## config.mk

```make
export PLATFORM = sky130hd
export DESIGN_NAME = video_timing_meter
export DESIGN_NICKNAME = d
export VERILOG_FILES = /design/src/rtl/video_timing_meter.sv
export SDC_FILE = /design/constraint.sdc
export NUM_CORES = 1
export LEC_CHECK = 0
export BUFFER_PORTS_ARGS = -buffer_cell sky130_fd_sc_hd__buf_2
export CAP_MARGIN = 5
export CORE_MARGIN = 10
export CORE_UTILIZATION = 60
export DETAILED_ROUTE_END_ITERATION = 12
export PLACE_DENSITY_LB_ADDON = 0.1
export REMOVE_ABC_BUFFERS = 1
export SYNTH_ARGS = -nofsm -noshare
export SYNTH_HDL_FRONTEND = slang
export SYNTH_SLANG_ARGS = --single-unit
```

## constraint.sdc

```tcl
create_clock -name clk -period 6.1 [get_ports clk]
set_clock_uncertainty 0.2 [all_clocks]
set_input_delay 0.61 -clock clk [delete_from_list [all_inputs] [get_ports clk]]
set_output_delay 0.61 -clock clk [all_outputs]
set_load 0.05 [all_outputs]
```

## src/rtl/video_timing_meter.sv

```systemverilog
// video_timing_meter: measures sync timing (clocks/line, lines/frame, clocks/frame, frames)
// and presents one selected statistic as a registered 24-bit value.
module video_timing_meter #(
    parameter bit          HSYNC_ACTIVE_LOW = 1'b1,
    parameter bit          VSYNC_ACTIVE_LOW = 1'b1,
    parameter logic [23:0] TIMEOUT          = 24'd4000000
) (
    input  logic        clk,
    input  logic        reset,
    input  logic        hsync,
    input  logic        vsync,
    input  logic [1:0]  sel,
    input  logic        hold,
    output logic [23:0] values,
    output logic        locked
);
    typedef enum logic [1:0] {NO_SIGNAL, FIRST, LOCKED} state_t;
    state_t state, state_next;
    logic [1:0]  hs, vs;
    logic        h_prev, v_prev, h_edge, v_edge, timeout;
    logic [15:0] line_clk, clk_line;
    logic [23:0] frame_clk, clk_frame, frame_cnt, sel_val;
    logic [11:0] line_cnt, lines;
    // XOR with the polarity parameter turns "at asserted level" into a plain high test
    assign h_edge  = (hs[1] ^ HSYNC_ACTIVE_LOW) & ~(h_prev ^ HSYNC_ACTIVE_LOW);
    assign v_edge  = (vs[1] ^ VSYNC_ACTIVE_LOW) & ~(v_prev ^ VSYNC_ACTIVE_LOW);
    assign timeout = frame_clk == TIMEOUT;
    always_comb begin
        state_next = timeout ? NO_SIGNAL : v_edge ? (state == NO_SIGNAL ? FIRST : LOCKED) : state;
        sel_val    = sel == 2'd0 ? {12'd0, lines} : sel == 2'd1 ? {8'd0, clk_line} :
                     sel == 2'd2 ? clk_frame : frame_cnt;
    end
    always_ff @(posedge clk) begin
        if (reset) begin
            hs        <= '0;
            vs        <= '0;
            h_prev    <= 1'b0;
            v_prev    <= 1'b0;
            line_clk  <= '0;
            frame_clk <= '0;
            line_cnt  <= '0;
            clk_line  <= '0;
            clk_frame <= '0;
            lines     <= '0;
            frame_cnt <= '0;
            state     <= NO_SIGNAL;
            locked    <= 1'b0;
            values    <= '0;
        end else begin
            hs        <= {hs[0], hsync};
            vs        <= {vs[0], vsync};
            h_prev    <= hs[1];
            v_prev    <= vs[1];
            line_clk  <= h_edge ? 16'd1 : line_clk + 16'(~&line_clk);
            frame_clk <= v_edge ? 24'd1 : frame_clk + 24'(~&frame_clk);
            // a line starting together with vsync is counted in the new frame
            if (v_edge)
                line_cnt <= {11'd0, h_edge};
            else if (h_edge)
                line_cnt <= line_cnt + 12'(~&line_cnt);
            state  <= state_next;
            locked <= state_next == LOCKED;
            if (timeout) begin
                clk_line  <= '0;
                clk_frame <= '0;
                lines     <= '0;
                frame_cnt <= '0;
            end else begin
                if (h_edge && state != NO_SIGNAL)
                    clk_line <= line_clk;
                if (v_edge && state != NO_SIGNAL) begin
                    lines     <= line_cnt;
                    clk_frame <= frame_clk;
                    frame_cnt <= frame_cnt + 24'd1;
                end
            end
            if (!hold)
                values <= sel_val;
        end
    end
endmodule
```

==> flow_summary.yaml <==
sta:
  fin_crit_sh_pct: 54.4
  tns_ns: 0
  setup_viol: 0
  fmax_mhz: 302
  slew_viol_final: 0
  rsz0062_at_grt: "false"
  tightest_slew_ns: 1.19
  fin_crit_ns: 3.32
  maxSlewHeadroom_pct: 20.4
  timing.final.hold_violations: 0
critical_path:
  critPathBufInv: 0
  critPathSlowestCell: "or4_4"
  reg2reg_slack_ns: 2.78
  start_kind: "flip-flop"
  path_class: "reg2reg"
  cpMostUsedCell: "ha_1"
  cp_cell_sequence: "nand4_2 > or4_4 > or4_1 > ha_1 > ha_1 > and3_1 > nand4_1 > or3_2 > a21oi_1"
  worstPathMaxFanout: 11
  arrival_ns: 3.42
  crit_family: "simple AND/OR/NAND/NOR gates"
  required_ns: 6.20
  critical_path.max_stage_delay_ns: 0.61
  end_kind: "flip-flop"
global_route:
  antenna_found_initial: 0
  grt_start_max_net_pins: 76
  overflow: 0
  grt_first_pass_wirelength_um: 25800
  grt_pass1_vias: 5178
  grtUsageTotal_pct: 19.5
layout:
  areaGrowthSynthToFinish_pct: 9.74
  num_antenna_cells: 0
  ff_latch_area_um2: 3220
  fillers: 963
  stdcell_count: 950
  multi_input_area_um2: 3480
  fin_nets: 810
  final_core_util_pct: 67.1
  drive_gt1_share_pct: 12.0
synthesis:
  synth_seq_cells: 161
  synthCells: 795
  synth_cell_type_count: 40
  synthAdderAreaFrac_pct: 1.44
  synth_top_family_by_area: "simple AND/OR/NAND/NOR gates"
  synth_xor_area_share_pct: 4.41
  synth.area.top_cells: "dfxtp_1, nand2_1, a21oi_1"
  synth_top_area_share_pct: 46.4
  syn_avg_cell_area_um2: 8.74
  synth_warnings: 0
  synth_top_area_cell: "dfxtp_1"
  synth_compound_area_share_pct: 11.4
  synthSimpleGateAreaFrac_pct: 25.1
  synthMuxAreaShare_pct: 7.70
  synth.cell_area_um2: 6950
  yosysSeqAreaShare_pct: 46.4
clock_network:
  cts_setup_buffers: 0
  clock_sinks: 161
  clk_latency_ns: 0.43
  cts_buffers: 17
  cts_buffer_depth: 2
  clk_pin_slew_ns: 0.06
  htreeDepth: 4
  clock_tree.root_cell: "clkbuf_16"
  cts_tree: "yes"
  post_cts_resize_count: 0
  ctsHoldBuffers: 0
route:
  vias_per_cell: 6.03
  drc_errors: 0
  ant_nets: 0
  vias: 5725
  firstDrtPassIters: 5
  post_drt_wl_per_cell_um: 16.7
  postRouteWirelength_um: 15900
  drtIter0Drc: 428
floorplan:
  core_um2: 11400
  die_h_um: 128
  rows: 39
  io_pins: 32
  die_w_um: 128
  die_area_um2: 16300
  start_util_pct: 61.1
hold_path:
  min_path_type: "in2reg"
place:
  numPlacedInstances: 919
  gp_congestion: 0.820
  hpwlAfterDp_um: 10900
  io_buffers: 31
flow_run:
  maxCapViolations: 0
power_and_ir_drop:
  p_leak_nw: 2.58
  power.density_nw_per_um2: 275
  ir_drop_mv: 0.186
outcome:
  outcome: "complete, no violations"
==> layout make-up <==
type	instances	area share, %
repair buffers	34	2.33
clock inverters	5	0.361
inverters	9	0.443
flip-flops and latches	161	42.3
multi-input cells	572	45.6
clock buffers	26	6.68
well taps	143	2.35
==> sequential cells by signal (all words and copies together), names as in the netlist, 2 cells and up <==
signal	cells
vs	2
frame_clk	24
hs	2
frame_cnt	24
clk_line	16
state	2
lines	12
values	24
line_clk	16
line_cnt	12
clk_frame	24
==> path summary, 6_finish.rpt <==
check	from	endpoint	cells after the start
setup / recovery	frame_clk[13]	frame_clk[16]	9
hold / removal	hsync	hs[0]	2
setup reg to reg	frame_clk[13]	frame_clk[16]	9
hold reg to reg	hs[0]	hs[1]	1
==> synth_stat cells <==
cell	count
a21oi_1	90
mux2i_1	13
nand2_1	135
or3_2	4
a221oi_1	4
nor2_1	67
clkbuf_1	41
o211ai_1	1
o31ai_1	21
inv_1	9
buf_1	5
a22oi_1	8
dfxtp_1	161
and4_1	7
nand3b_1	1
nor4b_1	4
mux2_2	12
or3_1	10
nor4_1	8
and2_1	2
o21ai_0	12
xnor2_1	23
o41ai_1	1
nor2b_1	14
and3_1	9
or2_2	3
or4_1	27
nor3_1	12
nand4_1	17
xor2_1	12
or4b_2	1
or4_4	1
nand3_1	27
a41o_1	1
nand4_2	1
nand2b_1	4
buf_6	2
mux4_2	12
ha_1	8
buf_2	5
==> layer usage <==
layer | vias up | global-route usage, % | routed length [um]
li1 | 2806 | - | -
met1 | 2721 | 23.6 | 6850
met2 | 172 | 32.3 | 7760
met3 | 26 | 4.71 | 970
met4 | 0 | 8.34 | 329
met5 | - | 0 | 0
==> metrics by stage <==
stage	instance area [um^2]	power [W]	hold slack, ns	worst slack, ns
floorplan	6730	0.00112	0.214	3.10
CTS	7630	0.00211	0.184	2.82
detailed placement	7090	0.00115	0.232	2.84
finish	7630	0.00210	0.189	2.78
global placement	7090	0.00115	0.220	2.96
global route	7630	0.00216	0.204	2.61
==> logic make-up after synthesis <==
kind of cell	Yosys count
AOI/OAI and AO/OA	138
xor gates and xnor gates	35
adders and majority gates	8
buffers and inverters	62
DFF	161
muxes	37
and+or+nand+nor	354
==> power breakdown <==
part           internal [W]  switching [W]
Clock              0.000569       0.000403
Sequential          0.00106     0.00000724
Combinational     0.0000189      0.0000447
==> worst register-to-register path, cell delays in order (launching register included) <==
cell and delay (ns):
dfxtp_1 0.46, nand4_2 0.19, or4_4 0.61, or4_1 0.60
ha_1 0.23, ha_1 0.20, and3_1 0.27, nand4_1 0.22
or3_2 0.16, a21oi_1 0.05
==> cells in the final DEF, fill, tap and decap left out, types with 2 or more instances in the layout <==
cell	count
o21ai_0	12
o31ai_1	21
and4_1	7
clkbuf_16	17
clkinv_2	4
mux2_2	12
clkbuf_8	5
dfxtp_1	161
clkbuf_1	4
nand4_1	17
ha_1	8
a221oi_1	4
or3_2	4
nor3_1	12
or4_1	27
buf_4	3
inv_1	9
buf_2	31
nand2_1	135
nor2b_1	14
or2_2	3
a21oi_1	90
xor2_1	12
or3_1	10
mux2i_1	13
mux4_2	12
and3_1	9
and2_1	2
nor4b_1	4
nand2b_1	4
xnor2_1	23
a22oi_1	8
nor2_1	66
nand3_1	27
nor4_1	8
(Power assumes the default switching activity.)
